### config.mk
export PLATFORM = sky130hd
export DESIGN_NAME = fir_stream_source
export DESIGN_NICKNAME = d
export VERILOG_FILES = /design/src/rtl/fir_stream_pkg.sv /design/src/rtl/fir_stream_source_byte_fifo.sv /design/src/rtl/fir_stream_source.sv
export SDC_FILE = /design/constraint.sdc
export NUM_CORES = 1
export LEC_CHECK = 0
export ABC_CLOCK_PERIOD_IN_PS = 3460
export CORE_ASPECT_RATIO = 0.8
export CORE_MARGIN = 2
export CORE_UTILIZATION = 57
export DETAILED_ROUTE_END_ITERATION = 8
export GPL_ROUTABILITY_DRIVEN = 0
export PLACE_DENSITY = 0.84
export SYNTH_ARGS = -nofsm -noshare
export SYNTH_HDL_FRONTEND = slang
export SYNTH_SLANG_ARGS = --single-unit
### constraint.sdc
create_clock -name clk -period 3.46 [get_ports clk]
set_input_delay 0.519 -clock clk [delete_from_list [all_inputs] [get_ports clk]]
set_output_delay 0.519 -clock clk [all_outputs]
set_load 0.01 [all_outputs]
### src/rtl/fir_stream_pkg.sv
// Shared types and defaults for the FIR input-stream feeder.
// Holds the sequencer state encoding and a counter-width helper.
package fir_stream_pkg;

    typedef enum logic [1:0] {
        RUN   = 2'd0,
        DRAIN = 2'd1,
        COEF  = 2'd2
    } state_t;

    localparam int DEF_DATA_W     = 8;
    localparam int DEF_NUM_TAPS   = 4;
    localparam int DEF_FIFO_DEPTH = 4;
    localparam int DEF_DIV_W      = 8;

    // Bits needed to hold any value 0..max_val inclusive.
    function automatic int cnt_width(input int max_val);
        return (max_val < 1) ? 1 : $clog2(max_val + 1);
    endfunction

endpackage

### src/rtl/fir_stream_source_byte_fifo.sv
// Small synchronous FIFO buffering upstream bytes for the FIR feeder.
// Power-of-two depth so the pointers wrap naturally.
module byte_fifo
    import fir_stream_pkg::*;
#(
    parameter int DATA_W = DEF_DATA_W,
    parameter int DEPTH  = DEF_FIFO_DEPTH
) (
    input  logic              i_clk,
    input  logic              i_reset,
    input  logic              i_push,
    input  logic [DATA_W-1:0] i_data,
    input  logic              i_pop,
    output logic              o_full,
    output logic              o_empty,
    output logic [DATA_W-1:0] o_head
);
    localparam int PTR_W = (DEPTH > 1) ? $clog2(DEPTH) : 1;
    localparam int CNT_W = cnt_width(DEPTH);

    logic [DATA_W-1:0] r_mem [DEPTH];
    logic [PTR_W-1:0]  r_wr_ptr;
    logic [PTR_W-1:0]  r_rd_ptr;
    logic [CNT_W-1:0]  r_count;
    logic              w_push;
    logic              w_pop;

    assign o_full  = (r_count == CNT_W'(DEPTH));
    assign o_empty = (r_count == {CNT_W{1'b0}});
    assign o_head  = r_mem[r_rd_ptr];
    assign w_push  = i_push && !o_full;
    assign w_pop   = i_pop && !o_empty;

    // Storage is left unreset; occupancy is tracked by pointers and count.
    always_ff @(posedge i_clk) begin
        if (w_push) begin
            r_mem[r_wr_ptr] <= i_data;
        end
    end

    // Pointer and occupancy bookkeeping.
    always_ff @(posedge i_clk) begin
        if (i_reset) begin
            r_wr_ptr <= {PTR_W{1'b0}};
            r_rd_ptr <= {PTR_W{1'b0}};
            r_count  <= {CNT_W{1'b0}};
        end else begin
            if (w_push) begin
                r_wr_ptr <= r_wr_ptr + PTR_W'(1);
            end
            if (w_pop) begin
                r_rd_ptr <= r_rd_ptr + PTR_W'(1);
            end
            case ({w_push, w_pop})
                2'b10:   r_count <= r_count + CNT_W'(1);
                2'b01:   r_count <= r_count - CNT_W'(1);
                default: r_count <= r_count;
            endcase
        end
    end

endmodule

### src/rtl/fir_stream_source.sv
// Feeds the FIR's x_n/tvalid/set_coeffs inputs from a buffered byte stream:
// paced sample beats in RUN/DRAIN, unpaced coefficient beats in COEF.
module fir_stream_source
    import fir_stream_pkg::*;
#(
    parameter int DATA_W     = DEF_DATA_W,
    parameter int NUM_TAPS   = DEF_NUM_TAPS,
    parameter int FIFO_DEPTH = DEF_FIFO_DEPTH,
    parameter int DIV_W      = DEF_DIV_W
) (
    input  logic              clk,
    input  logic              reset,
    input  logic [DATA_W-1:0] in_data,
    input  logic              in_valid,
    output logic              in_ready,
    input  logic              load_coeffs,
    input  logic [DIV_W-1:0]  sample_div,
    output logic [DATA_W-1:0] x_n,
    output logic              s_axis_fir_tvalid,
    output logic              s_set_coeffs,
    output logic              coeff_done,
    output logic              busy
);
    localparam int CNT_W = cnt_width(NUM_TAPS);
    localparam logic [CNT_W-1:0] TAPS_C = CNT_W'(NUM_TAPS);

    state_t            r_state;
    logic [DIV_W-1:0]  r_pacer;
    logic [CNT_W-1:0]  r_acc_cnt;
    logic [CNT_W-1:0]  r_emit_cnt;
    logic [DATA_W-1:0] r_x_n;
    logic              r_tvalid;
    logic              r_set_coeffs;
    logic              r_coeff_done;

    logic              w_full;
    logic              w_empty;
    logic [DATA_W-1:0] w_head;
    logic              w_in_ready;
    logic              w_beat;
    logic              w_push;
    logic              w_last_coef;
    logic              w_pacer_zero;
    logic [DIV_W-1:0]  w_reload;

    byte_fifo #(
        .DATA_W (DATA_W),
        .DEPTH  (FIFO_DEPTH)
    ) u_fifo (
        .i_clk   (clk),
        .i_reset (reset),
        .i_push  (w_push),
        .i_data  (in_data),
        .i_pop   (w_beat),
        .o_full  (w_full),
        .o_empty (w_empty),
        .o_head  (w_head)
    );

    assign w_pacer_zero = (r_pacer == {DIV_W{1'b0}});
    // A divider of 0 behaves like 1: back-to-back beats.
    assign w_reload = (sample_div == {DIV_W{1'b0}}) ? {DIV_W{1'b0}}
                                                     : (sample_div - DIV_W'(1));

    // Per-state acceptance and beat decision.
    always_comb begin
        w_in_ready = 1'b0;
        w_beat     = 1'b0;
        case (r_state)
            RUN: begin
                w_in_ready = !w_full;
                w_beat     = !w_empty && w_pacer_zero;
            end
            DRAIN: begin
                w_in_ready = 1'b0;
                w_beat     = !w_empty && w_pacer_zero;
            end
            COEF: begin
                w_in_ready = !w_full && (r_acc_cnt < TAPS_C);
                w_beat     = !w_empty;
            end
            default: begin
                w_in_ready = 1'b0;
                w_beat     = 1'b0;
            end
        endcase
    end

    assign w_push      = in_valid && w_in_ready;
    assign w_last_coef = (r_state == COEF) && w_beat &&
                         (r_emit_cnt == (TAPS_C - CNT_W'(1)));

    // Beat outputs, pacer, counters and sequencing state.
    always_ff @(posedge clk) begin
        if (reset) begin
            r_state      <= RUN;
            r_pacer      <= {DIV_W{1'b0}};
            r_acc_cnt    <= {CNT_W{1'b0}};
            r_emit_cnt   <= {CNT_W{1'b0}};
            r_x_n        <= {DATA_W{1'b0}};
            r_tvalid     <= 1'b0;
            r_set_coeffs <= 1'b0;
            r_coeff_done <= 1'b0;
        end else begin
            r_tvalid     <= w_beat;
            r_set_coeffs <= w_beat && (r_state == COEF);
            r_coeff_done <= w_last_coef;
            if (w_beat) begin
                r_x_n <= w_head;
            end

            if (w_last_coef) begin
                r_pacer <= {DIV_W{1'b0}};
            end else if (w_beat && (r_state != COEF)) begin
                r_pacer <= w_reload;
            end else if (!w_pacer_zero) begin
                r_pacer <= r_pacer - DIV_W'(1);
            end else begin
                r_pacer <= r_pacer;
            end

            case (r_state)
                RUN: begin
                    if (load_coeffs) begin
                        if (w_empty) begin
                            // A byte pushed on the entry edge is already a coefficient.
                            r_state    <= COEF;
                            r_acc_cnt  <= w_push ? CNT_W'(1) : {CNT_W{1'b0}};
                            r_emit_cnt <= {CNT_W{1'b0}};
                        end else begin
                            r_state <= DRAIN;
                        end
                    end
                end
                DRAIN: begin
                    if (w_empty && !r_tvalid) begin
                        r_state    <= COEF;
                        r_acc_cnt  <= {CNT_W{1'b0}};
                        r_emit_cnt <= {CNT_W{1'b0}};
                    end
                end
                COEF: begin
                    if (w_push) begin
                        r_acc_cnt <= r_acc_cnt + CNT_W'(1);
                    end
                    if (w_beat) begin
                        r_emit_cnt <= r_emit_cnt + CNT_W'(1);
                    end
                    if (w_last_coef) begin
                        r_state <= RUN;
                    end
                end
                default: begin
                    r_state <= RUN;
                end
            endcase
        end
    end

    assign in_ready          = w_in_ready;
    assign x_n               = r_x_n;
    assign s_axis_fir_tvalid = r_tvalid;
    assign s_set_coeffs      = r_set_coeffs;
    assign coeff_done        = r_coeff_done;
    assign busy              = (r_state != RUN) || r_tvalid || !w_empty;

endmodule
==> results of run 1 <==
==> worst max path at each step <==
stage,startpoint,endpoint,slack [ns],cells after the start
2_1_floorplan,r_pacer[2],u_fifo.r_count[2],0.73,10
3_3_place_gp,r_pacer[2],u_fifo.r_count[2],0.55,10
3_5_place_dp,r_pacer[2],u_fifo.r_count[2],0.51,10
4_1_cts,r_pacer[2],u_fifo.r_count[2],0.47,10
5_1_grt,r_pacer[2],u_fifo.r_count[2],0.16,10
6_report,r_pacer[2],u_fifo.r_count[2],0.40,10
==> synth_stat cells (all sizes together), types with 5 or more instances <==
cell	count	area (um2)
a21oi	15	75.1
edfxtp	32	961
o21ai	12	60.1
o41ai	8	70.1
nor2	14	52.6
nor2b	10	62.6
mux4	8	180
ha	14	175
xor2	6	52.6
nor4	5	46.3
dfxtp	34	681
nor3	8	40.0
clkbuf	6	23.8
nand2	14	52.6
and2	5	31.3
or3	5	32.5
buf	6	51.3
inv	23	86.3
==> layer usage <==
layer,GRT usage [%],vias up
met3,6.34,15
met5,0,-
li1,-,1149
met4,8.08,0
met2,33.7,83
met1,32.7,1109
==> tightest hold or removal path, delay by kind of cell, from the launching register on <==
kind | cells | cell delay, ns
AO/OA/AOI/OAI | 1 | 0.06
flip-flops | 1 | 0.31
buffers and inverters | 1 | 0.04
==> placed cells by master (no fill, tap or decap), types with 2 or more instances in the layout <==
cell type	Yosys	layout
xnor2_1	4	4
nand3_1	4	4
edfxtp_1	32	32
or4b_1	2	2
and2_1	5	5
nor2b_1	10	10
o32ai_1	3	3
o31ai_1	3	3
nor2_1	14	14
nor3b_1	2	2
clkdlybuf4s50_1	0	32
ha_1	14	14
or4_1	3	3
a211o_1	2	2
mux4_2	8	8
a31oi_1	4	4
nand2_1	14	14
xor2_1	6	6
clkbuf_8	0	9
and3_1	2	2
or3b_2	3	3
mux2i_1	2	2
nand3b_1	3	3
nor4_1	4	4
or3_1	4	4
nor3_1	8	8
a21oi_1	15	15
buf_4	1	3
or2_2	4	4
nand2b_1	4	4
o41ai_1	8	8
o21ai_0	12	12
o21a_1	2	2
o22ai_1	4	4
inv_1	23	23
dfxtp_1	34	34
inv_6	0	3
==> cell families after synthesis <==
| family | count (synthesis) | synth area share (%) |
|---|---|---|
| mux | 11 | 6.50 |
| simple gates | 93 | 16.8 |
| xor+xnor | 10 | 2.69 |
| flops | 66 | 50.5 |
| fa+ha+maj | 15 | 6.00 |
| buf+inv | 35 | 4.96 |
| compound gates | 61 | 12.5 |
==> state kept, by name, summed over array words and instances (netlist names) <==
name	flops
x_n	8
u_fifo.r_count	3
r_emit_cnt	3
s_axis_fir_tvalid	1
u_fifo.r_wr_ptr	2
r_state	2
u_fifo.r_mem	32
r_acc_cnt	3
s_set_coeffs	1
r_pacer	8
u_fifo.r_rd_ptr	2
coeff_done	1
==> cell type report <==
type	instances	area [um2]
clock inverters	7	83.8
clock buffers	9	124
inverters	23	86.3
flip-flops and latches	66	1640
fillers	422	1640
repair buffers	35	343
well taps	78	97.6
multi-input cells	190	1450
==> per-stage QoR <==
stage	power, W	utilization [%]
after floorplan	0.00207	-
after global placement	0.00239	66.2
after detailed placement	0.00245	66.2
after CTS	0.00313	70.0
after global routing	0.00333	70.0
final	0.00313	70.0
==> power breakdown <==
group / switching (W) / internal [W]
sequential: 0.000165 / 0.00101
clock: 0.000329 / 0.000346
combinational: 0.000694 / 0.000587
==> impl_metrics.yaml, run 1 <==
place:
  dpl_worst_slack_ns: 0.512
  placed_cells: 392
  portBuffers: 32
  hpwl_um: 4570
  post_dp_cell_area_mm2: 0.00362
layout:
  diodes: 0
  final_area_mm2: 0.00383
  drive_above_1_share_pct: 11.8
  final_cells: 408
  fin_nets: 360
  syn_to_final_growth_pct: 17.6
setup_path:
  crit_path_end_kind: "flop"
  crit_path_start_kind: "flop"
  cp_slowest_cell: "nor4_1"
  r2r_cells: 10
  cp_cell_sequence: "nor4_1 -> nand3_1 -> or3_1 -> nand2_1 -> ha_1 -> inv_1 -> fa_1 -> xor2_1 -> or3_1 -> a21oi_1"
  critPathRequiredTime_ns: 3.75
  r2r-end: "u_fifo.r_count[2]"
  path_delay_family: "simple AND/OR/NAND/NOR gates"
  crit_arrival_ns: 3.35
  crit_buf_inv: 1
  cp_max_fo: 7
  rrSetupSlack_ns: 0.40
  cpPeakStageDelay_ns: 0.54
  critical_path_class: "flop to flop"
  crit_path_frequent_cell: "or3_1"
  r2r_start: "r_pacer[2]"
cts:
  clk_latency_ns: 0.35
  cts_buffers: 9
  cts_tree: "built"
  htreeDepth: 3
  cts_buffer_depth: 2
  clk_pin_slew_ns: 0.08
  root_buffer: "clkbuf_8"
  cts_setup_buffers: 0
  clock-sinks: 66
  hold_buffers: 0
  cts_resized: 0
timing:
  min_period_ns: 3.06
  max_slew_margin_pct: 40.9
  rsz0062_at_grt: "false"
  drv_slew: 0
  worstMarginPinSlew_ns: 0.880
  fmax_mhz: 327
  clock_skew_ns: 0.0129
  fin_crit_sh_pct: 88.5
  setup_ws_ns: 0.399
  whs_ns: 0.462
  setup_violations: 0
  setup_tns_ns: 0
  hold_violations: 0
global_route:
  antenna_found_initial: 0
  grt_max_degree: 32
  grt.total_usage_pct: 22.8
  first_global_vias: 2197
  overflow: 0
  grt_first_pass_wirelength_um: 10800
floorplan:
  chipWidth_um: 88.5
  io_pins: 33
  dieArea_mm2: 0.00633
  start_util_pct: 59.5
  core_mm2: 0.00547
  die_height_um: 71.6
  rows: 24
run_status:
  outcome: "completed"
synth:
  syn_inst: 291
  synth_nets: 326
  synth_seq_cells: 66
  yosys_warnings: 0
  syn_avg_cell_area_um2: 11.2
  postSynth.asyncResetShare_pct: 0
  synth-edff-count: 32
  synth_cell_types: 55
  syn_area_mm2: 0.00325
  synth_seq_area_share_pct: 50.5
  synth_flop_cell: "dfxtp_1"
route:
  num_vias: 2356
  wl_per_cell_um: 15.8
  wl_met3_um: 324
  drt_iter0_drc: 157
  drc: 0
  routed.top_layer: "met4"
  wl_met1_um: 3030
  viasPerCell: 5.77
  drt.antenna.violating_nets: 0
  drtPass1Iterations: 5
  wl_met2_um: 3000
  route.final.wire_length_um: 6460
hold_path:
  hold_start: "x_n[2]"
  hp-class: "flop to flop"
  min_path_cells: 2
  holdPathEnd: "x_n[2]"
job:
  drv_cap: 0
pwr:
  vdd_drop_max_v: 0.000503
  power_density_mw_per_mm2: 817
  power.leakage_nw: 1.36
(Power assumes the default switching activity.)
==> inputs of run 2 (changes only) <==
ABC_CLOCK_PERIOD_IN_PS = unset   (was 3460)
CORE_MARGIN = 3   (was 2)
==> impl_metrics.yaml, run 2 (synthesis results as in run 1) <==
run_status:
  outcome: "completed"
layout:
  fillers: 378
  fin_nets: 360
  final_cell_mix: "dfxtp_1 (34), clkdlybuf4s50_1 (32), edfxtp_1 (32)"
  drive_above_1_share_pct: 12.1
  layout_commonest_cell: "dfxtp_1"
  diodes: 0
  regMostFlops: "u_fifo.r_mem"
  final_util_pct: 72.6
  syn_to_final_growth_pct: 17.5
  largest_register_ffs: 32
route:
  drt_iter0_drc: 149
  wl_per_cell_um: 15.5
  viasPerCell: 5.72
  drc: 0
  route.final.wire_length_um: 6290
  num_vias: 2318
  drt.antenna.violating_nets: 0
  drtPass1Iterations: 4
pwr:
  switchingPower_w: 0.00117
  power_density_mw_per_mm2: 811
  power_frac_seq_pct: 37.5
  p_total_w: 0.00310
  vdd_drop_max_v: 0.000519
  pwr-share-clk_pct: 20.7
  intPower_w: 0.00193
  sw_frac_of_total_pct: 37.6
  p_comb_share_pct: 41.8
  power.leakage_nw: 1.35
floorplan:
  io_pins: 33
  rows: 23
  die_height_um: 73.6
  start_util_pct: 61.8
  core_mm2: 0.00527
  chipWidth_um: 90.5
  dieArea_mm2: 0.00666
setup_path:
  critical_path_class: "flop to flop"
  cp_max_fo: 7
  crit_path_frequent_cell: "or3_1"
  r2r-end: "u_fifo.r_count[2]"
  crit_arrival_ns: 3.27
  critPathRequiredTime_ns: 3.73
  rrSetupSlack_ns: 0.46
  crit_path_end_kind: "flop"
  cpPeakStageDelay_ns: 0.46
  cp_slowest_cell: "nor4_2"
  path_delay_family: "simple AND/OR/NAND/NOR gates"
  cp_cell_sequence: "nor4_2 -> nand3_1 -> or3_1 -> nand2_1 -> ha_1 -> inv_1 -> fa_1 -> xor2_1 -> or3_1 -> a21oi_1"
  crit_buf_inv: 1
  crit_path_start_kind: "flop"
  r2r_cells: 10
  r2r_start: "r_pacer[2]"
place:
  hpwl_um: 4560
  portBuffers: 32
timing:
  worstMarginPinSlew_ns: 0.824
  fmax_mhz: 333
  clock_skew_ns: 0.00837
  min_period_ns: 3.00
  fin_crit_sh_pct: 86.8
  rsz0062_at_grt: "false"
  setup_violations: 0
  drv_slew: 0
  setup_tns_ns: 0
  max_slew_margin_pct: 44.7
  whs_ns: 0.461
  hold_violations: 0
hold_path:
  holdPathEnd: "x_n[2]"
  min_path_cells: 2
  hold_start: "x_n[2]"
  hp-class: "flop to flop"
cts:
  htreeDepth: 3
  clk_latency_ns: 0.34
  cts_setup_buffers: 0
  cts_buffer_depth: 2
  clock-sinks: 66
  clk_pin_slew_ns: 0.07
  cts_buffers: 9
  root_buffer: "clkbuf_8"
  cts_tree: "built"
job:
  drv_cap: 0
global_route:
  overflow: 0
  antenna_found_initial: 0
  first_global_vias: 2146
  grt.total_usage_pct: 20.0
  grt_max_degree: 35
  grt_first_pass_wirelength_um: 10300
==> run 2: cell count changes in the layout (fill, tap and decap cells not counted) <==
cell,previous run,this run
nor4_1,4,3
inv_6,3,2
clkinvlp_2,0,1
nor4_2,0,1
clkinvlp_4,1,2
inv_8,1,0
==> run 2: how the worst max path moves through the flow <==
stage,startpoint,end,cells past startpoint
after detailed placement,r_pacer[2],u_fifo.r_count[2],10
after floorplan,r_pacer[2],u_fifo.r_count[2],10
after global placement,r_pacer[2],u_fifo.r_count[2],10
after global routing,r_pacer[2],u_fifo.r_count[2],10
after CTS,r_pacer[2],u_fifo.r_count[2],10
final,r_pacer[2],u_fifo.r_count[2],10
==> run 2: per-layer routing <==
| metal | share of wire [%] | track usage, % |
|---|---|---|
| met1 | 48 | 27.2 |
| met2 | 45 | 31.6 |
| met3 | 5.1 | 6.45 |
| met4 | 1.2 | 4.92 |
| met5 | 0 | 0 |
==> run 2: final cells by class <==
class | instances | area (um2) | share of cell area, %
clock buffers | 9 | 124 | 3.24
clock inverters | 7 | 76.3 | 2.00
inverters | 23 | 86.3 | 2.26
multi-input cells | 190 | 1460 | 38.1
flip-flops and latches | 66 | 1640 | 43.0
well taps | 75 | 93.8 | 2.46
repair buffers | 35 | 343 | 8.97
==> run 2: repair_timing <==
item	CTS	global route
resized for setup	0	1
hold buffers	0	0
setup endpoints to repair	0	1
==> run 2: power groups by stage <==
stage               logic [W]  clock network (W)  registers [W]
finish                0.00129           0.000643        0.00116
global route          0.00142           0.000694        0.00119
CTS                   0.00129           0.000651        0.00116
detailed placement    0.00127                  0        0.00118
global placement      0.00122                  0        0.00117
floorplan            0.000951                  0        0.00112
==> run 2: worst register-to-register path, delay by kind of cell, from the launching register on <==
family / cells / cell delay [ns]
simple gates: 5 / 1.64
compound gates: 1 / 0.14
flops: 1 / 0.36
buf+inv: 1 / 0.07
xor+xnor: 1 / 0.17
fa+ha+maj: 2 / 0.57
==> run 2: stage by stage <==
stage	cell area [um2]	worst slack, ns	instances
global placement	3610	0.519	389
CTS	3810	0.302	405
floorplan	3250	0.731	291
global route	3820	0.195	405
detailed placement	3610	0.347	389
finish	3820	0.457	405
==> RTL change 1 (flow settings as in run 1) <==
Compare `r_emit_cnt` against `(TAPS_C - CNT_W'(1))` with >= in place of ==.
--- a/src/rtl/fir_stream_source.sv
+++ b/src/rtl/fir_stream_source.sv
@@ -88,7 +88,7 @@
 
     assign w_push      = in_valid && w_in_ready;
     assign w_last_coef = (r_state == COEF) && w_beat &&
-                         (r_emit_cnt == (TAPS_C - CNT_W'(1)));
+                         (r_emit_cnt >= (TAPS_C - CNT_W'(1)));
 
     // Beat outputs, pacer, counters and sequencing state.
     always_ff @(posedge clk) begin
Behaviour: no difference found for any inputs over 10 cycles, from zero or initial values and one cycle with reset high; that may be too few to reach the edited logic, so the function may still have changed.
==> RTL change 1 against run 1 <==
First-iteration DRC count up 31%. Synthesized area down 3.3%. Synthesized cell count down 4.5%. Routed wire length up 2.0%. Cell area down 3.0%. Clock power down 4.1%. Cell count down 6.9%. Sequential cell count unchanged. Total power down 8.1%. Worst setup slack better by 260 ps. Largest cell class unchanged. Largest power group is now sequential cells.
==> RTL change 1: results (changes against run 1) <==
STATUS='completed'
DETAIL_ROUTE.WIRELENGTH_UM=6591  # +2.0%
NUM_ANTENNA_CELLS=0  # unchanged
SYNTHTOPCELLSBYCOUNT='dfxtp_1, edfxtp_1, a21oi_1'
WORST_SETUP_HOLD_PATH_CLK_SLEW_PS=70
CTS_BUFFERS=9  # unchanged
SYNTH_SEQUENTIAL_AREA_RATIO_PCT=52.19  # +1.7 points
VIASPERCELL=6.037  # +4.5%
FINAL_UTIL_PCT=69.04  # -0.97 points
DP.FINAL_HPWL_UM=4458  # -2.5%
SYNTH_ASYNC_SR_FLOP_SHARE_PCT=0  # unchanged
WORST_CLOCK_SKEW_PS=4.795  # -8.081 ps
SYNTHTOPCELLSBYAREA='edfxtp_1, dfxtp_1, mux4_2'
NETLIST-CELL-TYPE-COUNT=54  # -1.8%
FINALNONFILLERCELLS=380  # -6.9%
FINALPOWER_uW=2875  # -8.1%
R2R_START='r_state[0]$_SDFFE_PP0P_'
COUNT_OF_CELLS_ALONG_THE_WORST_HOLD_PATH=2  # unchanged
CLOCKPOWERSHARE_PCT=22.5  # +0.9 points
YOSYS_WARNS=0  # unchanged
LAYOUT.FILLER_CELLS=390  # -7.6%
R2R_CELLS=11  # +1
DRIVE_ABOVE_1_SHARE_PCT=11.43  # -0.39 points
NUMBER_OF_ITERATIONS_IN_THE_FIRST_DETAILED_ROUTING_PASS=4  # -1
TIMING.RR.END='u_fifo.r_count[2]$_SDFFE_PP0P_'
TIMING.HOLD.WORST_ENDPOINT='x_n[4]$_SDFFE_PP0N_'
SWSHARE_PCT=35.94  # -2.1 points
NUMBER_OF_PLACED_INSTANCES_WITH_TAPS_INCLUDED=364  # -7.1%
NUMBER_OF_LEVELS_THE_H_TREE_WAS_SPLIT_INTO=3  # unchanged
WORST_EP_ARRIVAL_TIME_PS=3090  # -260 ps
GRT_PASS1_VIAS=2204  # +0.32%
WORST-PATH-MAX-FANOUT=11  # +4
GRT.TOTAL_USAGE_PCT=24.00  # +1.2 points
DP_SLACK_PS=673.2  # +161.1 ps
INTERNAL_REG_TO_REG_SETUP_SLACK_PS=660  # +260 ps
FINAL_NET_COUNT=345  # -4.2%
POWER.IR.VDD_WORST_mV=0.3718  # -26%
TIMING.FINAL.CRIT_SHARE_PCT=81.06  # -7.4 points
GRT_MAX_DEGREE=28  # -13%
SYNTH_TOP_FLOP_CELL='dfxtp_1'
WORST_HOLD_SLACK_PS=469.3  # +7.177 ps
POWER.STATIC_LEAKAGE_uW=0.001296  # -4.4%
SYNTHESIS.INSTANCES=278  # -4.5%
COUNT_OF_FLIP_FLOPS_WITH_A_BUILT_IN_ENABLE_AFTER_SYNTHESIS=32  # unchanged
WORST_RELATIVE_SLEW_SLACK_PCT=54.90  # +14 points
SYNTH_NETS=313  # -4.0%
DPL-INSTANCE-AREA_UM2=3510  # -3.0%
START_KIND='flop'
HP-START='x_n[4]$_SDFFE_PP0N_'
GRT_FIRST_PASS_WIRELENGTH_UM=10980  # +2.0%
DRTITER0DRC=206  # +31%
RTL change 1: logic make-up after synthesis:
group / count (synthesis) / share of synthesized area (%)
flops: 66 / 52.19
fa+ha+maj: 15 / 6.205
buf+inv: 29 / 3.699
simple gates: 83 / 15.39
mux: 13 / 7.359
xor+xnor: 6 / 1.671
compound gates: 66 / 13.49
RTL change 1: routing by layer:
| layer | share of wire, % | wire length (um) | GRT usage (%) |
|---|---|---|---|
| met1 | 45 | 2974 | 32.33 |
| met2 | 49 | 3198 | 36.30 |
| met3 | 5.0 | 328 | 7.683 |
| met4 | 1.4 | 90 | 9.028 |
| met5 | 0 | 0 | 0 |
RTL change 1: critical path, cell delays in order (launching register included):
cell and delay (ps):
dfxtp_1 340, inv_1 90, ha_1 350, o31ai_1 240, or2_2 430, nand2_1 100, ha_1 180, inv_1 60
fa_1 370, xor2_1 160, or3_1 300, a21oi_1 140
RTL change 1: final cells by class:
cell class / instances / share of cell area, %
flip-flops and latches: 66 / 44.23
multi-input cells: 183 / 37.39
repair buffers: 35 / 9.238
clock buffers: 9 / 3.338
well taps: 65 / 2.192
clock inverters: 7 / 2.090
inverters: 15 / 1.517
RTL change 1: how the worst max path moves through the flow:
stage / to / cells past startpoint
final: u_fifo.r_count[2]$_SDFFE_PP0P_ / 11
after global routing: u_fifo.r_count[2]$_SDFFE_PP0P_ / 11
after CTS: u_fifo.r_count[2]$_SDFFE_PP0P_ / 11
after detailed placement: u_fifo.r_count[2]$_SDFFE_PP0P_ / 11
after global placement: u_fifo.r_count[2]$_SDFFE_PP0P_ / 11
after floorplan: u_fifo.r_count[2]$_SDFFE_PP0P_ / 13
==> RTL change 2 (flow settings as in run 1) <==
Without the edit above. Change the package constant `DEF_FIFO_DEPTH` from 4 to 16.
--- a/src/rtl/fir_stream_pkg.sv
+++ b/src/rtl/fir_stream_pkg.sv
@@ -10,7 +10,7 @@
 
     localparam int DEF_DATA_W     = 8;
     localparam int DEF_NUM_TAPS   = 4;
-    localparam int DEF_FIFO_DEPTH = 4;
+    localparam int DEF_FIFO_DEPTH = 16;
     localparam int DEF_DIV_W      = 8;
 
     // Bits needed to hold any value 0..max_val inclusive.
Formal check against the unedited RTL: not equivalent (Yosys sat finds a counterexample within 10 cycles, from zero or initial values and one cycle with reset high).
==> RTL change 2 against run 1 <==
Total power grew 89%. Cell area rose by 120%. Largest cell class unchanged. Sequential cell count up 102. Worst setup slack got worse by 23 ps. Count of clock-buffer cells in the layout grew 8. Routed wire length up 120%. Synthesized area rose by 120%. Core utilization down 2.3 points. Hold slack gained 29 ps. Sequential share of layout area increased by 14 points.
==> RTL change 2: results (changes against run 1) <==
VIASPERCELL=6.138  # +6.3%
GRT_PASS1_VIAS=4186  # +91%
HP-START='r_emit_cnt[2]$_SDFFE_PP0P_'
GRT_FIRST_PASS_WIRELENGTH_UM=22160  # +110%
STATUS='completed'
INTERNAL_REG_TO_REG_SETUP_SLACK_PS=380  # -20 ps
GRT_MAX_DEGREE=20  # -38%
CTS_BUFFERS=17  # +8
COUNT_OF_FLIP_FLOPS_WITH_A_BUILT_IN_ENABLE_AFTER_SYNTHESIS=128  # +300%
CLOCK_TREE.ROOT_CELL='clkbuf_16'
WORST_EP_ARRIVAL_TIME_PS=3420  # +70 ps
CLK-INSERTION-DELAY-LATE_PS=420  # +70 ps
DP.FINAL_HPWL_UM=9504  # +110%
AVGSYNTHCELLAREA_UM2=14.90  # +33%
NETLIST-CELL-TYPE-COUNT=51  # -7.3%
WL_PER_CELL_UM=20.35  # +28%
NUMBER_OF_PLACED_INSTANCES_WITH_TAPS_INCLUDED=657  # +68%
SYNTHTOPCELLSBYAREA='edfxtp_1, dfxtp_1, mux4_2'
POWER.STATIC_LEAKAGE_uW=0.002779  # +100%
START_POINT_OF_THE_CRITICAL_PATH='u_fifo.r_count[0]$_SDFFE_PP0P_'
DRTITER0DRC=492  # +210%
SYNTH_SEQUENTIAL_AREA_RATIO_PCT=65.47  # +15 points
WORST_HOLD_SLACK_PS=491.4  # +29.32 ps
SYNTHTOPCELLSBYCOUNT='edfxtp_1, nor2_1, dfxtp_1'
NUMBER_OF_LEVELS_THE_H_TREE_WAS_SPLIT_INTO=4  # +1
SYNTH_NETS=516  # +58%
NUMBER_OF_FLIP_FLOPS_IN_THE_LARGEST_REGISTER=128  # +300%
MAX_SLEW.WORST_PIN.SLEW_PS=878.6  # -1.577 ps
WORST_CLOCK_SKEW_PS=5.316  # -7.560 ps
DRIVE_ABOVE_1_SHARE_PCT=17.88  # +6.1 points
GRT.TOTAL_USAGE_PCT=22.30  # -0.53 points
[RTL change 2: cell count changes after synthesis, sizes merged, moves of 10 or more]
cell	before	now
nor2	14	42
mux2i	2	12
edfxtp	32	128
mux4	8	32
a22oi	0	17
nand2	14	30
[RTL change 2: area by class of cell]
class	count	area, um2
inverter	19	71.32
timing repair buffer	49	473.0
fill	789	3929
clock inverter	15	128.9
multi-input combinational	269	2298
tap	152	190.2
clock buffer	17	425.4
sequential	168	4646
[RTL change 2: critical path, cell delays in order, from the launching register on]
cell	delay, ps
dfxtp_1	370
nor4_2	650
a21o_1	290
a21oi_2	70
ha_1	290
fa_1	430
a21o_1	190
a21oi_1	170
xor2_1	100
or3_1	310
a21oi_1	140
[RTL change 2: power by group]
| group | switching, uW | internal, uW | total, uW | leakage, uW |
|---|---|---|---|---|
| clock | 762 | 987 | 1750 | 0.000259 |
| combinational | 888 | 748 | 1640 | 0.00104 |
| sequential | 157 | 2350 | 2510 | 0.00148 |
| total | 1810 | 4090 | 5900 | 0.00278 |
[RTL change 2: layer usage]
metal  GRT usage, %  vias to the layer above  wire length (um)
li1               -                     1937                 -
met1          33.00                     2135              6286
met2          33.03                      142              6670
met3          5.165                       15               911
met4          7.298                        0               150
met5              0                        -                 0
[RTL change 2: path summary, 6_finish.rpt]
kind	to	depth (start not counted)
max reg2reg	u_fifo.r_count[4]$_SDFFE_PP0P_	10
min	r_emit_cnt[2]$_SDFFE_PP0P_	2
max	u_fifo.r_count[4]$_SDFFE_PP0P_	10
min reg2reg	r_emit_cnt[2]$_SDFFE_PP0P_	2
[RTL change 2: cells by family after synthesis]
| kind of cell | Yosys count | synth area share [%] |
|---|---|---|
| mux | 47 | 12.33 |
| fa+ha+maj | 20 | 3.633 |
| xor+xnor | 12 | 1.481 |
| compound gates | 70 | 6.896 |
| flops | 168 | 65.47 |
| buf+inv | 39 | 2.134 |
| simple gates | 120 | 8.060 |
[RTL change 2: metrics by stage]
step                worst slack, ps  cell area [um2]  utilization (%)
global placement              371.7             7679            63.14
finish                        376.7             8233            67.70
global route                  70.58             8233            67.70
floorplan                     195.0             7094                -
detailed placement            326.8             7679            63.14
CTS                           384.1             8233            67.70
